<file path="config.mk">
export PLATFORM = sky130hd
export DESIGN_NAME = regfile_param
export DESIGN_NICKNAME = d
export VERILOG_FILES = /design/src/rtl/regfile_pkg.sv /design/src/rtl/rf_clear_ctrl.sv /design/src/rtl/regfile_param.sv
export SDC_FILE = /design/constraint.sdc
export NUM_CORES = 1
export LEC_CHECK = 0
export BUFFER_PORTS_ARGS = -buffer_cell sky130_fd_sc_hd__buf_2
export CORE_MARGIN = 2
export CORE_UTILIZATION = 50
export CTS_CLUSTER_SIZE = 8
export DETAILED_ROUTE_END_ITERATION = 7
export PLACE_DENSITY = 0.69
export SLEW_MARGIN = 40
export SYNTH_ARGS = -nofsm -noshare
export SYNTH_HDL_FRONTEND = slang
export SYNTH_HIERARCHICAL = 1
export SYNTH_SLANG_ARGS = --single-unit
</file>
<file path="constraint.sdc">
create_clock -name clk -period 3.3 [get_ports clk]
set_input_delay 0.33 -clock clk [delete_from_list [all_inputs] [get_ports clk]]
set_output_delay 0.33 -clock clk [all_outputs]
set_load 0.005 [all_outputs]
</file>
<file path="src/rtl/regfile_pkg.sv">
// Shared types and default datapath sizes for the register file,
// decoder and ALU.
package regfile_pkg;

    typedef enum logic {
        RF_CLEAR,
        RF_RUN
    } rf_state_t;

    localparam int RF_DATA_W = 16;
    localparam int RF_ADDR_W = 3;
    localparam int RF_DEPTH  = 2 ** RF_ADDR_W;

endpackage

</file>
<file path="src/rtl/rf_clear_ctrl.sv">
// Post-reset clear sequencer: walks every entry once writing zero, then
// raises ready and stays in RUN until the next reset.
module rf_clear_ctrl
    import regfile_pkg::*;
#(
    parameter int ADDR_W = RF_ADDR_W
) (
    input  logic              clk,
    input  logic              rst_n,
    output logic              ready_o,
    output logic              clr_we_o,
    output logic [ADDR_W-1:0] clr_addr_o
);

    localparam logic [ADDR_W-1:0] LAST_PTR = {ADDR_W{1'b1}};

    rf_state_t         state_q, state_d;
    logic [ADDR_W-1:0] ptr_q, ptr_d;
    logic              ready_q, ready_d;

    // NOTE: state registers use non-blocking assignments so every flop
    // samples the pre-edge values; next-state logic lives in always_comb.
    always_ff @(posedge clk) begin
        if (!rst_n) begin
            state_q <= RF_CLEAR;
            ptr_q   <= '0;
            ready_q <= 1'b0;
        end else begin
            state_q <= state_d;
            ptr_q   <= ptr_d;
            ready_q <= ready_d;
        end
    end

    // NOTE: every output of this block gets a default first, so no path
    // leaves a signal unassigned and no latch is inferred.
    always_comb begin
        state_d  = state_q;
        ptr_d    = ptr_q;
        clr_we_o = 1'b0;
        unique case (state_q)
            RF_CLEAR: begin
                clr_we_o = 1'b1;
                ptr_d    = ptr_q + ADDR_W'(1);
                if (ptr_q == LAST_PTR) begin
                    state_d = RF_RUN;
                end
            end
            RF_RUN: begin
                state_d = RF_RUN;
            end
            default: begin
                state_d = RF_CLEAR;
            end
        endcase
        ready_d = (state_d == RF_RUN);
    end

    assign ready_o    = ready_q;
    assign clr_addr_o = ptr_q;

endmodule

</file>
<file path="src/rtl/regfile_param.sv">
// Parametrised register file: NUM_RD registered read ports with a shared
// valid strobe, optional write bypass and optional hardwired-zero R0.
module regfile_param
    import regfile_pkg::*;
#(
    parameter int DATA_W  = RF_DATA_W,
    parameter int ADDR_W  = RF_ADDR_W,
    parameter int NUM_RD  = 2,
    parameter int ZERO_R0 = 0,
    parameter int BYPASS  = 1
) (
    input  logic                     clk,
    input  logic                     rst_n,
    input  logic                     rd_en,
    input  logic [NUM_RD*ADDR_W-1:0] rd_addr,
    output logic [NUM_RD*DATA_W-1:0] rd_data,
    output logic                     rd_valid,
    input  logic                     wr_en,
    input  logic [ADDR_W-1:0]        wr_addr,
    input  logic [DATA_W-1:0]        wr_data,
    output logic                     ready
);

    localparam int DEPTH = 2 ** ADDR_W;

    logic [DATA_W-1:0]        mem_q [DEPTH];
    logic [NUM_RD*DATA_W-1:0] rd_data_q, rd_data_d;
    logic                     rd_valid_q;

    logic              clr_we;
    logic [ADDR_W-1:0] clr_addr;
    logic              user_we;
    logic              arr_we;
    logic [ADDR_W-1:0] arr_waddr;
    logic [DATA_W-1:0] arr_wdata;

    rf_clear_ctrl #(
        .ADDR_W (ADDR_W)
    ) u_clear_ctrl (
        .clk        (clk),
        .rst_n      (rst_n),
        .ready_o    (ready),
        .clr_we_o   (clr_we),
        .clr_addr_o (clr_addr)
    );

    assign user_we   = ready && wr_en && !((ZERO_R0 != 0) && (wr_addr == '0));
    assign arr_we    = rst_n && (clr_we || user_we);
    assign arr_waddr = clr_we ? clr_addr : wr_addr;
    assign arr_wdata = clr_we ? '0 : wr_data;

    // NOTE: the array has no reset branch; the clear sequencer zeroes it,
    // which keeps it mappable to plain storage.
    always_ff @(posedge clk) begin
        if (arr_we) begin
            mem_q[arr_waddr] <= arr_wdata;
        end
    end

    for (genvar p = 0; p < NUM_RD; p++) begin : g_rd_port
        logic [ADDR_W-1:0] raddr;
        logic              zero_hit;
        logic              byp_hit;

        assign raddr    = rd_addr[p*ADDR_W +: ADDR_W];
        assign zero_hit = (ZERO_R0 != 0) && (raddr == '0);
        assign byp_hit  = (BYPASS != 0) && wr_en && (wr_addr == raddr);
        assign rd_data_d[p*DATA_W +: DATA_W] = zero_hit ? '0
                                             : byp_hit  ? wr_data
                                             :            mem_q[raddr];
    end

    always_ff @(posedge clk) begin
        if (!rst_n) begin
            rd_data_q  <= '0;
            rd_valid_q <= 1'b0;
        end else begin
            rd_valid_q <= ready && rd_en;
            if (ready && rd_en) begin
                rd_data_q <= rd_data_d;
            end
        end
    end

    assign rd_data  = rd_data_q;
    assign rd_valid = rd_valid_q;

endmodule

</file>
=== After elaboration in Yosys (flattened, before gate mapping) ===
Memory sizes are Yosys's and may differ from the RTL's. A register that Yosys moved wholly into a read port is not among the register bits.
Index checks and enable logic that the tools add are counted.
W data, S select, Z words.

* Register bits: 5
* Bits in latches: 0
* Bits in read-only memories: 0
* Memory bits (writable): 128
* Memories: 1
* Input bits: 29
* Word-level logic and storage cells: 20

* Reductions and logical operators: 6
* Equal/unequal tests: 1
* Mux-type cells: 7
* Div/mod/pow operators: 0
* $mul: 0
* $lt $le $gt $ge: 0
* Shift-type cells: 0
* Bitwise logic cells: 1
* $add $sub $neg: 1

{| class="wikitable"
|+ Memories
! name !! words !! width !! rd ports !! clocked after Yosys merged registers in !! write ports !! RTL line !! text
|-
| mem_q || 8 || 16 || 2 || 2 || 1 || regfile_param.sv:26 || <nowiki>logic [DATA_W-1:0] mem_q [DEPTH];</nowiki>
|}

{| class="wikitable"
|+ Operator list
! operator !! count
|-
| $mux W16 || 1
|-
| $mux W1 || 4
|-
| $add A3 B1 Y3 const B || 1
|-
| $eq A3 B3 Y1 const B || 1
|-
| $logic_and A1 B1 Y1 || 3
|-
| $mux W3 || 1
|-
| $logic_not A1 Y1 || 2
|-
| $pmux W1 S2 || 1
|-
| $logic_or A1 B1 Y1 || 1
|-
| $not A1 Y1 || 1
|}

=== Logic depth before layout (Yosys ltp) ===
Gate-level depths: netlist (run 1).

* Depth in word-level cells: 5
* Depth in mapped cells: 7
* Gate-level depth less buffers: 5

=== Hierarchy ===
The synthesis (run 1) kept the hierarchy.

{| class="wikitable"
|+ By module, submodules not included
! module !! seq. area each (µm²) !! area each (µm²) !! cells each !! times used
|-
| regfile_param || 4,504.3 || 7,248.2 || 433 || 1
|-
| rf_clear_ctrl || 80.1 || 168.9 || 15 || 1
|}

=== Worst setup path after synthesis (run 1) ===
OpenSTA, ideal clock, no wires.

* Path kind: reg2reg
* Start: register u_clear_ctrl.ready_q, in the netlist u_clear_ctrl/ready_o
* End: memory mem_q[6][0] (netlist bit), enable pin
* Path slack: 0.949 ns
* Data required time: 2.912 ns
* Stages on the path, launching flop included: 7
* Arrival: 1.963 ns
* Clock period less this slack: 2.351 ns
* Buffers on the path: 3
* Cell sequence: dfxtp_1 > buf_2 > inv_1 > clkbuf_1 > buf_1 > a31oi_1 > nor2_1

* Cells in the longest elaborated chain, start to end: 5
* Elaborated cells between the ends (all ways): 7
* Classes of those cells: mux: 4; reduce/logical: 3

{| class="wikitable"
|+ RTL lines
! what !! RTL line !! text
|-
| start, declared || rf_clear_ctrl.sv:19 || <nowiki>logic ready_q, ready_d;</nowiki>
|-
| start signal, assigned || rf_clear_ctrl.sv:31 || <nowiki>ready_q <= ready_d;</nowiki>
|-
| $mux W1 || n/a ||
|-
| via clr_we || regfile_param.sv:30 || <nowiki>logic clr_we;</nowiki>
|-
| $logic_or A1 B1 Y1 || regfile_param.sv:48 || <nowiki>assign arr_we = rst_n && (clr_we || user_we);</nowiki>
|-
| $logic_and A1 B1 Y1 || regfile_param.sv:48 ||
|-
| $mux W1 || regfile_param.sv:55 || <nowiki>if (arr_we) begin</nowiki>
|-
| $mux W1 (implied by the code) || regfile_param.sv:56 || <nowiki>mem_q[arr_waddr] <= arr_wdata;</nowiki>
|-
| end, declared || regfile_param.sv:26 ||
|}

The timed path passes the listed nets, and every way through them passes these cells.

=== Final worst setup path (run 1) ===
* Start: register u_clear_ctrl.ready_q, in the netlist u_clear_ctrl/ready_o
* End: memory mem_q[1][13] (netlist bit), enable pin

Same word-level chain as after synthesis.

==> results of run 1 <==
-- worst max-delay path: cells and delay by family, from the launching register on --
family                 cells  cell delay (ns)
buffers and inverters      3             0.98
DFF                        1             0.60
and+or+nand+nor            2             0.35
AOI/OAI and AO/OA          1             0.08
-- worst max path at each step --
stage	to	start	slack (ns)
6_report	mem_q[1][13]$_DFFE_PP_	u_clear_ctrl/ready_o$_SDFF_PN0_	0.96
4_1_cts	mem_q[1][5]$_DFFE_PP_	u_clear_ctrl/ready_o$_SDFF_PN0_	0.96
2_1_floorplan	mem_q[6][0]$_DFFE_PP_	u_clear_ctrl/ready_o$_SDFF_PN0_	0.95
3_3_place_gp	rd_data[31]$_SDFFE_PN0P_	rd_addr[3]	1.08
3_5_place_dp	mem_q[1][5]$_DFFE_PP_	u_clear_ctrl/ready_o$_SDFF_PN0_	0.96
5_1_grt	mem_q[1][13]$_DFFE_PP_	u_clear_ctrl/ready_o$_SDFF_PN0_	0.74
-- layout make-up --
class	instances	area [µm²]	share of cell area, %
sequential	165	4580	53.3
multi-input combinational	246	2650	30.8
timing repair buffer	87	510	5.94
clock buffer	20	467	5.43
tap	184	230	2.68
clock inverter	12	153	1.77
inverter	3	11.3	0.131
-- sequential cells by signal, indices dropped and copies added, names as in the netlist --
register / cells
u_clear_ctrl/clr_addr_o: 3
mem_q: 128
rd_data: 32
u_clear_ctrl/ready_o: 1
rd_valid: 1
-- through the flow --
step	setup WS [ns]	util, %
after floorplan	0.949	-
after global placement	1.08	54.9
after detailed placement	0.958	54.9
after CTS	0.964	59.2
after global routing	0.737	59.2
final	0.957	59.2
-- layout by cell type (no fill, tap or decap), types with 2 or more instances in the layout --
cell type	synthesis	routed
o31ai_1	7	6
buf_2	11	62
nand2_1	7	7
nand3_1	2	2
clkinv_4	0	2
a31oi_1	2	2
clkinv_2	0	3
nor2_1	22	22
nor2b_1	19	19
o21ai_0	28	28
xor2_1	2	2
nor3_1	2	2
edfxtp_1	128	128
bufinv_16	0	3
xnor2_1	5	5
clkbuf_8	0	3
nand4_1	2	2
clkinvlp_4	0	4
mux4_2	58	58
buf_4	7	24
inv_1	3	3
clkbuf_16	0	17
ha_1	2	2
a22oi_1	32	32
dfxtp_1	37	37
mux2i_1	40	40
o22ai_1	6	6
-- power groups by stage --
stage	logic [mW]	registers, mW	clock network [mW]
floorplan	0.238	2.33	0
global placement	0.332	2.33	0
detailed placement	0.339	2.34	0
CTS	0.340	2.29	2.03
global route	0.362	2.30	2.13
finish	0.337	2.29	2.02
-- routing by layer --
metal | part of all wire [%] | wire length [µm] | vias to the layer above
met5 | 0 | 0 | -
met4 | 2.3 | 407 | 0
met3 | 5.2 | 896 | 29
met2 | 52 | 8970 | 149
met1 | 41 | 7040 | 2306
li1 | - | - | 1960
-- cells by family after synthesis --
family	after synthesis
adder cells (fa/ha/maj)	2
XOR/XNOR	7
flip-flops	165
AO/OA/AOI/OAI	79
multiplexers	98
buffers and inverters	37
AND/OR/NAND/NOR	60
-- cells in the mapped netlist, drive strengths merged --
cell,count
edfxtp,128
mux4,58
mux2i,40
dfxtp,37
a22oi,32
o21ai,28
buf,23
nor2,22
nor2b,19
clkbuf,11
nand2,7
o31ai,7
o22ai,6
xnor2,5
inv,3
a31oi,2
ha,2
nand3,2
nand4,2
nor3,2
xor2,2
a21boi,1
a21oi,1
and2,1
and3,1
and4b,1
nor3b,1
nor4b,1
o21a,1
o32a,1
or3b,1
==> metrics.yaml, run 1 <==
clock_network:
  cts_hold_buf: 0
  cts_resized: 0
  insertion_delay_ns: 0.42
  clk_pin_slew_ns: 0.07
  postCtsSetupRepairBufs: 0
  numCtsBuffers: 17
  clock_path_buffers: 2
  cts_root_buffer: "clkbuf_16"
  cts.sinks: 165
  cts_tree: "yes"
  htree_levels: 4
floorplan:
  dieArea_mm2: 0.0158
  fp.coreArea_mm2: 0.0145
  die_h_um: 126
  dieWidth_um: 126
  placementRows: 44
  io_pins: 63
  start_util_pct: 51.0
layout:
  diodes: 0
  fin_area_mm2: 0.00860
  fillers: 1103
  finalNonFillerCells: 717
  drive_gt1_share_pct: 34.0
  synthToLayoutAreaGrowth_pct: 16.0
  nNetsFinal: 551
min_path:
  hold_class: "input pin to flip-flop"
  min_to: "rd_data[0]$_SDFFE_PN0P_"
  whs_path_depth: 3
  min-delay-start: "wr_data[0]"
detailed_routing:
  drc: 0
  initialDrtViolationCount: 392
  ant_nets: 0
  drt_wl_total_um: 17300
  wire_per_inst_um: 24.2
  dr.pass1.iters: 4
  vias_per_cell: 6.20
  num_vias: 4444
timing:
  tightest_slew_ns: 0.804
  whs_ns: 0.161
  hold_viol_final: 0
  timing.fmax_ghz: 0.427
  rsz0062_at_grt: "no"
  layout_min_cycle_time_ns: 2.34
  setup_viol: 0
  fin_worst_skew_ns: 0.00605
  finalCritPeriodShare_pct: 71.0
  tns_ns: 0
  relSlewSlack_pct: 46.3
  drv_slew: 0
critical_path:
  crit_chain: "inv_1, buf_4, nor3_1, a21oi_1, nor2_1, buf_4"
  critical_path_class: "flip-flop to flip-flop"
  critPathLaunchType: "flip-flop"
  r2r_start: "u_clear_ctrl/ready_o$_SDFF_PN0_"
  crit_fanout: 16
  worst_path_largest_cell_delay_ns: 0.60
  required_ns: 3.40
  r2r_slack_ns: 0.96
  endpoint_kind: "flip-flop"
  critPathArrivalTime_ns: 2.45
  slowest_stage: "dfxtp_1"
  cpMostUsedCell: "buf_4"
  r2r.worst_path.cells: 6
  reg2reg_to: "mem_q[1][13]$_DFFE_PP_"
grt:
  grt_use_met1_pct: 30.4
  track_usage_pct: 23.1
  overflow: 0
  met2_usage_pct: 39.3
  grt_pass1_wl_um: 26900
  busiest_layer: "met2"
  grt_max_degree: 33
  grt_util_met3_pct: 3.95
  antenna_found_initial: 0
  grt_pass1_vias: 4605
yosys:
  synth-simple-area-share_pct: 4.35
  synth_top_cell_by_area: "edfxtp_1"
  yosys.cell_types.count: 36
  synth_mux_area_share_pct: 23.0
  yosys.area_share.xor_xnor_pct: 0.827
  yosys-top-cells-area: "edfxtp_1 (52%), mux4_2 (18%), dfxtp_1 (10%), mux2i_1 (5.4%), a22oi_1 (3.2%)"
  synth_seq_area_share_pct: 61.8
  syn_inst: 448
  avgSynthCellArea_um2: 16.6
  ys_warn_count: 6
  synth-compound-area-share_pct: 6.92
  synth_top_family_by_area: "multiplexers"
  synthesis.area_mm2: 0.00742
  syn_nets: 479
  yosys.area_share.adder_pct: 0.337
  yosysTopAreaCellShare_pct: 51.8
  ys_ff_latch: 165
power_and_ir_drop:
  power_frac_comb_pct: 7.3
  switchingPower_mw: 0.978
  p_per_area_mw_per_mm2: 541
  p_leak_nw: 3.09
  p_total_mw: 4.65
  seqPwrFrac_pct: 49.3
  peakVddDrop_mv: 0.377
  p_int_mw: 3.67
  clkPwrFrac_pct: 43.5
  p_sw_share_pct: 21.0
placed_design:
  dp.cells: 685
  place_congestion: 0.804
  portBuffers: 62
  dp.final_hpwl_um: 11400
  placed_area_mm2: 0.00798
job:
  maxCapViolations: 0
run_status:
  status: "finished, final reports clean"
Power figures use the tool's default switching activity.
==> inputs of run 2 (changes only) <==
==> constraint.sdc (replaced) <==
create_clock -name clk -period 2.32 [get_ports clk]
set_input_delay 0.232 -clock clk [delete_from_list [all_inputs] [get_ports clk]]
set_output_delay 0.232 -clock clk [all_outputs]
set_load 0.005 [all_outputs]
==> metrics.yaml, run 2 (synthesis results as in run 1) <==
run_status:
  status: "finished, final reports clean"
power_and_ir_drop:
  peakVddDrop_mv: 0.747  # +98%
  p_total_mw: 6.32  # +36%
  p_leak_nw: 3.07  # -0.45%
  p_per_area_mw_per_mm2: 739  # +37%
critical_path:
  cp_top_family: "simple AND/OR/NAND/NOR gates"
  crit_chain: "nand4_1, nor4b_4, buf_4, a22oi_1, o21ai_0"
  endpoint_kind: "flip-flop"
  required_ns: 2.67  # -0.73 ns
  crit_fanout: 9  # -7
  critPathArrivalTime_ns: 2.35  # -0.10 ns
  worst_path_largest_cell_delay_ns: 0.77  # +0.17 ns
  critPathLaunchType: "flip-flop"
  reg2reg_to: "rd_data[15]$_SDFFE_PN0P_"
  r2r_slack_ns: 0.33  # -0.63 ns
  r2r.worst_path.cells: 5  # -1
  critical_path_class: "flip-flop to flip-flop"
  r2r_start: "u_clear_ctrl/ready_o$_SDFF_PN0_"
  cp.buffers_inverters: 1  # -2
  slowest_stage: "nor4b_4"
timing:
  relSlewSlack_pct: 47.2  # +0.90 points
  drv_slew: 0  # unchanged
  rsz0062_at_grt: "no"
  layout_min_cycle_time_ns: 1.99  # -0.348 ns
  fin_worst_skew_ns: 0.00654  # +0.000480 ns
  tightest_slew_ns: 0.789  # -0.0149 ns
  whs_ns: 0.0565  # -0.104 ns
  hold_viol_final: 0  # unchanged
  timing.fmax_ghz: 0.501  # +17%
  finalCritPeriodShare_pct: 86.0  # +15 points
  setup_viol: 0  # unchanged
  tns_ns: 0  # unchanged
detailed_routing:
  ant_nets: 0  # unchanged
  drt_wl_total_um: 17600  # +1.7%
  wl_met3_um: 1230  # +37%
  wl_met2_um: 9270  # +3.3%
  dr.max_layer_used: "met4"
  drc: 0  # unchanged
  drt-met1-wl_um: 6770  # -3.9%
  initialDrtViolationCount: 388  # -1.0%
  dr.pass1.iters: 5  # +1
  wire_per_inst_um: 24.4  # +1.1%
  num_vias: 4505  # +1.4%
  vias_per_cell: 6.25  # +0.81%
layout:
  finalNonFillerCells: 721  # +0.56%
  regMostFlops: "mem_q"
  fin_area_mm2: 0.00855  # -0.64%
  diodes: 0  # unchanged
  largest_reg_flops: 128  # unchanged
  synthToLayoutAreaGrowth_pct: 15.2
  nNetsFinal: 555  # +0.73%
  drive_gt1_share_pct: 33.5  # -0.44 points
  final_common_cell: "edfxtp_1"
  final_cell_mix: "edfxtp_1 (128), buf_2 (62), mux4_2 (58)"
placed_design:
  portBuffers: 62  # unchanged
  place_congestion: 0.822  # +2.3%
  dp.final_hpwl_um: 10900  # -4.5%
  placed_area_mm2: 0.00800  # +0.28%
  dp.cells: 689  # +0.58%
floorplan:
  io_pins: 63  # unchanged
  fp.coreArea_mm2: 0.0145  # unchanged
  dieArea_mm2: 0.0158  # unchanged
  start_util_pct: 51.0  # unchanged
  placementRows: 44  # unchanged
  dieWidth_um: 126  # unchanged
  die_h_um: 126  # unchanged
clock_network:
  cts_hold_buf: 0  # unchanged
  clk_pin_slew_ns: 0.06  # about the same
  numCtsBuffers: 17  # unchanged
  clock_path_buffers: 2  # unchanged
  cts_resized: 0  # unchanged
  cts.sinks: 165  # unchanged
  cts_root_buffer: "clkbuf_16"
  cts_tree: "yes"
  postCtsSetupRepairBufs: 0  # unchanged
  insertion_delay_ns: 0.42  # about the same
  htree_levels: 4  # unchanged
grt:
  antenna_found_initial: 0  # unchanged
  overflow: 0  # unchanged
  grt_max_degree: 47  # +42%
  grt_pass1_wl_um: 26700  # -0.77%
  track_usage_pct: 23.1  # about the same
  grt_pass1_vias: 4605  # unchanged
min_path:
  hold_class: "input pin to flip-flop"
  min_to: "rd_data[8]$_SDFFE_PN0P_"
  whs_path_depth: 3  # unchanged
  min-delay-start: "wr_data[8]"
job:
  maxCapViolations: 0  # unchanged
## run 2: how the worst max path moves through the flow
stage | end | slack (ns) | cells past startpoint | startpoint
after floorplan | mem_q[6][0]$_DFFE_PP_ | -0.03 | 6 | u_clear_ctrl/ready_o$_SDFF_PN0_
after global placement | rd_data[15]$_SDFFE_PN0P_ | 0.41 | 5 | u_clear_ctrl/ready_o$_SDFF_PN0_
after detailed placement | rd_data[15]$_SDFFE_PN0P_ | 0.30 | 5 | u_clear_ctrl/ready_o$_SDFF_PN0_
after CTS | rd_data[15]$_SDFFE_PN0P_ | 0.30 | 5 | u_clear_ctrl/ready_o$_SDFF_PN0_
after global routing | rd_data[6]$_SDFFE_PN0P_ | 0.14 | 5 | u_clear_ctrl/ready_o$_SDFF_PN0_
final | rd_data[15]$_SDFFE_PN0P_ | 0.33 | 5 | u_clear_ctrl/ready_o$_SDFF_PN0_
## run 2: power breakdown
group	total, mW	internal, mW	switching [mW]
sequential	3.26	3.22	0.0362
combinational	0.483	0.229	0.254
clock	2.57	1.47	1.10
total	6.32	4.92	1.39
## run 2: area by class of cell
type,count,area (µm²)
clock buffer,19,433
clock inverter,13,108
fill,1111,5990
inverter,3,11.3
multi-input combinational,246,2640
sequential,165,4580
tap,184,230
timing repair buffer,91,541
## run 2: through the flow
step | worst slack, ns | util, %
after floorplan | -0.0311 | -
after global placement | 0.410 | 55.1
after detailed placement | 0.304 | 55.1
after CTS | 0.302 | 58.8
after global routing | 0.138 | 58.8
final | 0.326 | 58.8
## run 2: worst reg2reg max path, cell delays in order (launching register included)
cell     delay [ns]
dfxtp_1        0.46
nand4_1        0.21
nor4b_4        0.77
buf_4          0.31
a22oi_1        0.09
o21ai_0        0.08
## run 2: metal layers
| metal | track usage (%) | up-vias |
|---|---|---|
| met5 | 0 | - |
| met4 | 6.92 | 0 |
| met3 | 5.73 | 34 |
| met2 | 40.4 | 182 |
| met1 | 28.6 | 2317 |
| li1 | - | 1972 |
==> inputs of run 3 (changes only) <==
--- a/config.mk
+++ b/config.mk
@@ -5,12 +5,14 @@
 export SDC_FILE = /design/constraint.sdc
 export NUM_CORES = 1
 export LEC_CHECK = 0
+export ABC_AREA = 1
 export BUFFER_PORTS_ARGS = -buffer_cell sky130_fd_sc_hd__buf_2
 export CORE_MARGIN = 2
 export CORE_UTILIZATION = 50
 export CTS_CLUSTER_SIZE = 8
 export DETAILED_ROUTE_END_ITERATION = 7
-export PLACE_DENSITY = 0.69
+export PLACE_DENSITY = 0.68
+export SETUP_SLACK_MARGIN = 0.05
 export SLEW_MARGIN = 40
 export SYNTH_ARGS = -nofsm -noshare
 export SYNTH_HDL_FRONTEND = slang
==> metrics.yaml, run 3 <==
yosys:
  ys_ff_latch: 165  # unchanged
  synth-compound-area-share_pct: 8.16  # +1.2 points
  yosys.area_share.xor_xnor_pct: 0  # -0.83 points
  synthesis.area_mm2: 0.00819  # +10%
  synth.most_common_cell: "nand2_1"
  syn_inst: 977  # +120%
  synth-simple-area-share_pct: 28.1  # +24 points
  ys_warn_count: 6  # unchanged
  yosys.area_share.adder_pct: 0.306  # -0.032 points
  yosysTopAreaCellShare_pct: 46.9  # -4.9 points
  synth_top_family_by_area: "simple AND/OR/NAND/NOR gates"
  synth_commonest_cells: "nand2_1 (259), nand3_1 (188), edfxtp_1 (128)"
  synth_mux_area_share_pct: 0  # -23 points
  syn_nets: 1008  # +110%
  synth_top_cell_by_area: "edfxtp_1"
  synthArstFlopShare_pct: 0  # unchanged
  synth_seq_area_share_pct: 56.0  # -5.8 points
  yosys.cell_types.count: 24  # -33%
  synth-main-ff-cell: "edfxtp_1"
  avgSynthCellArea_um2: 8.38  # -49%
  synth-edff-count: 128  # unchanged
  yosys-top-cells-area: "edfxtp_1 (47%), nand2_1 (12%), nand3_1 (11%), dfxtp_1 (9.0%), nor2_1 (4.1%)"
clock_network:
  cts_hold_buf: 0  # unchanged
  cts.sinks: 165  # unchanged
  clock_path_buffers: 2  # unchanged
  numCtsBuffers: 17  # unchanged
  cts_resized: 0  # unchanged
  postCtsSetupRepairBufs: 0  # unchanged
  clk_pin_slew_ns: 0.07  # about the same
  htree_levels: 4  # unchanged
  insertion_delay_ns: 0.43  # about the same
  cts_tree: "yes"
  cts_root_buffer: "clkbuf_16"
critical_path:
  reg2reg_to: "mem_q[7][13]$_DFFE_PP_"
  endpoint_kind: "flip-flop"
  crit_chain: "inv_2, inv_1, or2_2, o21ai_0, inv_1, nand2_1, nor2_2, buf_4"
  slowest_stage: "nor2_2"
  crit_fanout: 11  # +2
  required_ns: 2.46  # -0.21 ns
  critPathLaunchType: "flip-flop"
  r2r_slack_ns: 0.28  # -0.04 ns
  worst_path_largest_cell_delay_ns: 0.60  # -0.17 ns
  cp.buffers_inverters: 4  # +3
  r2r.worst_path.cells: 8  # +3
  cpMostUsedCell: "inv_1"
  cp_top_family: "simple AND/OR/NAND/NOR gates"
  r2r_start: "u_clear_ctrl/ready_o$_SDFF_PN0_"
  critical_path_class: "flip-flop to flip-flop"
  critPathArrivalTime_ns: 2.17  # -0.18 ns
floorplan:
  die_h_um: 132  # +4.9%
  start_util_pct: 51.4  # +0.32 points
  dieWidth_um: 132  # +4.9%
  placementRows: 46  # +4.5%
  fp.coreArea_mm2: 0.0159  # +9.7%
  dieArea_mm2: 0.0174  # +10%
  io_pins: 63  # unchanged
detailed_routing:
  initialDrtViolationCount: 1425  # +270%
  wire_per_inst_um: 18.9  # -23%
  num_vias: 7227  # +60%
  ant_nets: 0  # unchanged
  vias_per_cell: 5.71  # -8.6%
  drt_wl_total_um: 23900  # +36%
  drc: 0  # unchanged
  dr.pass1.iters: 6  # +1
timing:
  tightest_slew_ns: 0.776  # -0.0131 ns
  layout_min_cycle_time_ns: 2.04  # +0.0422 ns
  timing.fmax_ghz: 0.491  # -2.1%
  relSlewSlack_pct: 48.2  # +1.0 points
  hold_viol_final: 0  # unchanged
  fin_worst_skew_ns: 0.00917  # +0.00264 ns
  drv_slew: 0  # unchanged
  finalCritPeriodShare_pct: 87.8  # +1.8 points
  setup_viol: 0  # unchanged
  setup_slack_ns: 0.283  # -0.0422 ns
  rsz0062_at_grt: "no"
grt:
  track_usage_pct: 27.8  # +4.7 points
  grt_max_degree: 49  # +4.3%
  antenna_found_initial: 0  # unchanged
  grt_pass1_wl_um: 37300  # +40%
  grt_pass1_vias: 6600  # +43%
  overflow: 0  # unchanged
min_path:
  min-delay-start: "wr_data[6]"
  hold_class: "input pin to flip-flop"
  whs_path_depth: 5  # +2
  min_to: "rd_data[22]$_SDFFE_PN0P_"
layout:
  register_area_mm2: 0.00458  # unchanged
  final_util_pct: 58.7  # -0.13 points
  nNetsFinal: 1068  # +92%
  largest_reg_flops: 128  # unchanged
  drive_gt1_share_pct: 14.7  # -19 points
  multi_input_area_mm2: 0.00299  # +13%
  final_cell_mix: "nand2_1 (259), nand3_1 (188), edfxtp_1 (128)"
  synthToLayoutAreaGrowth_pct: 14.2
  final_common_cell: "nand2_1"
  regMostFlops: "mem_q"
  fillers: 1379  # +24%
  diodes: 0  # unchanged
  finalNonFillerCells: 1266  # +76%
placed_design:
  portBuffers: 62  # unchanged
  dp.final_hpwl_um: 16500  # +51%
  place_ws_ns: 0.312  # +0.00820 ns
  dp.cells: 1234  # +79%
  place_congestion: 0.865  # +5.2%
job:
  maxCapViolations: 0  # unchanged
run_status:
  status: "finished, final reports clean"
power_and_ir_drop:
  p_per_area_mw_per_mm2: 713  # -3.6%
  peakVddDrop_mv: 0.496  # -34%
  p_leak_nw: 4.05  # +32%
run 3: cell types whose count changed in the layout (fill, tap and decap cells not counted), sizes merged, moves of 58 or more:
cell / before / now
nand2: 7 / 260
nand3: 2 / 188
inv: 6 / 79
nor2: 22 / 93
mux4: 58 / 0
run 3: worst reg2reg max path, delay by kind of cell, from the launching register on:
family	cells	cell delay, ns
and+or+nand+nor	3	0.79
AOI/OAI and AO/OA	1	0.10
buffers and inverters	4	0.52
DFF	1	0.34
run 3: final cells by class:
| class | instances | share of cell area (%) |
|---|---|---|
| repair buffers | 108 | 7.01 |
| inverters | 74 | 3.00 |
| clock inverters | 15 | 1.54 |
| clock buffers | 17 | 4.55 |
| well taps | 216 | 2.89 |
| multi-input cells | 671 | 32.0 |
| flip-flops and latches | 165 | 49.0 |
run 3: per-stage QoR:
step	cell area (µm²)	hold WS (ns)	power [mW]	TNS, ns
final	9350	0.216	6.66	0
after global routing	9350	0.247	6.88	0
after CTS	9350	0.209	6.66	0
after detailed placement	8780	0.453	3.97	0
after global placement	8780	0.451	3.96	-0.334
after floorplan	8190	0.349	3.74	0
run 3: layer usage:
layer  track usage (%)  share of wire, %
met1              41.2                43
met2              39.6                43
met3              8.46                13
met4              7.43               1.2
met5                 0                 0
run 3: cells by family (layout without fill, tap and decap cells):
logic type	Yosys count	after routing
adders and majority gates	2	2
AOI/OAI and AO/OA	125	125
buffers and inverters	141	214
DFF	165	165
and+or+nand+nor	544	544
run 3: where the power goes:
group | switching (mW) | internal [mW]
Clock | 1.24 | 1.50
Sequential | 0.0300 | 3.23
Combinational | 0.465 | 0.203
run 3: worst max path at each step:
stage / from / depth (start not counted) / to / slack [ns]
floorplan: u_clear_ctrl/ready_o$_SDFF_PN0_ / 5 / mem_q[1][0]$_DFFE_PP_ / 0.14
global placement: u_clear_ctrl/ready_o$_SDFF_PN0_ / 8 / mem_q[7][2]$_DFFE_PP_ / -0.06
detailed placement: u_clear_ctrl/ready_o$_SDFF_PN0_ / 8 / mem_q[7][2]$_DFFE_PP_ / 0.31
CTS: u_clear_ctrl/ready_o$_SDFF_PN0_ / 8 / mem_q[7][13]$_DFFE_PP_ / 0.30
global route: u_clear_ctrl/ready_o$_SDFF_PN0_ / 8 / mem_q[7][13]$_DFFE_PP_ / 0.15
finish: u_clear_ctrl/ready_o$_SDFF_PN0_ / 8 / mem_q[7][13]$_DFFE_PP_ / 0.28
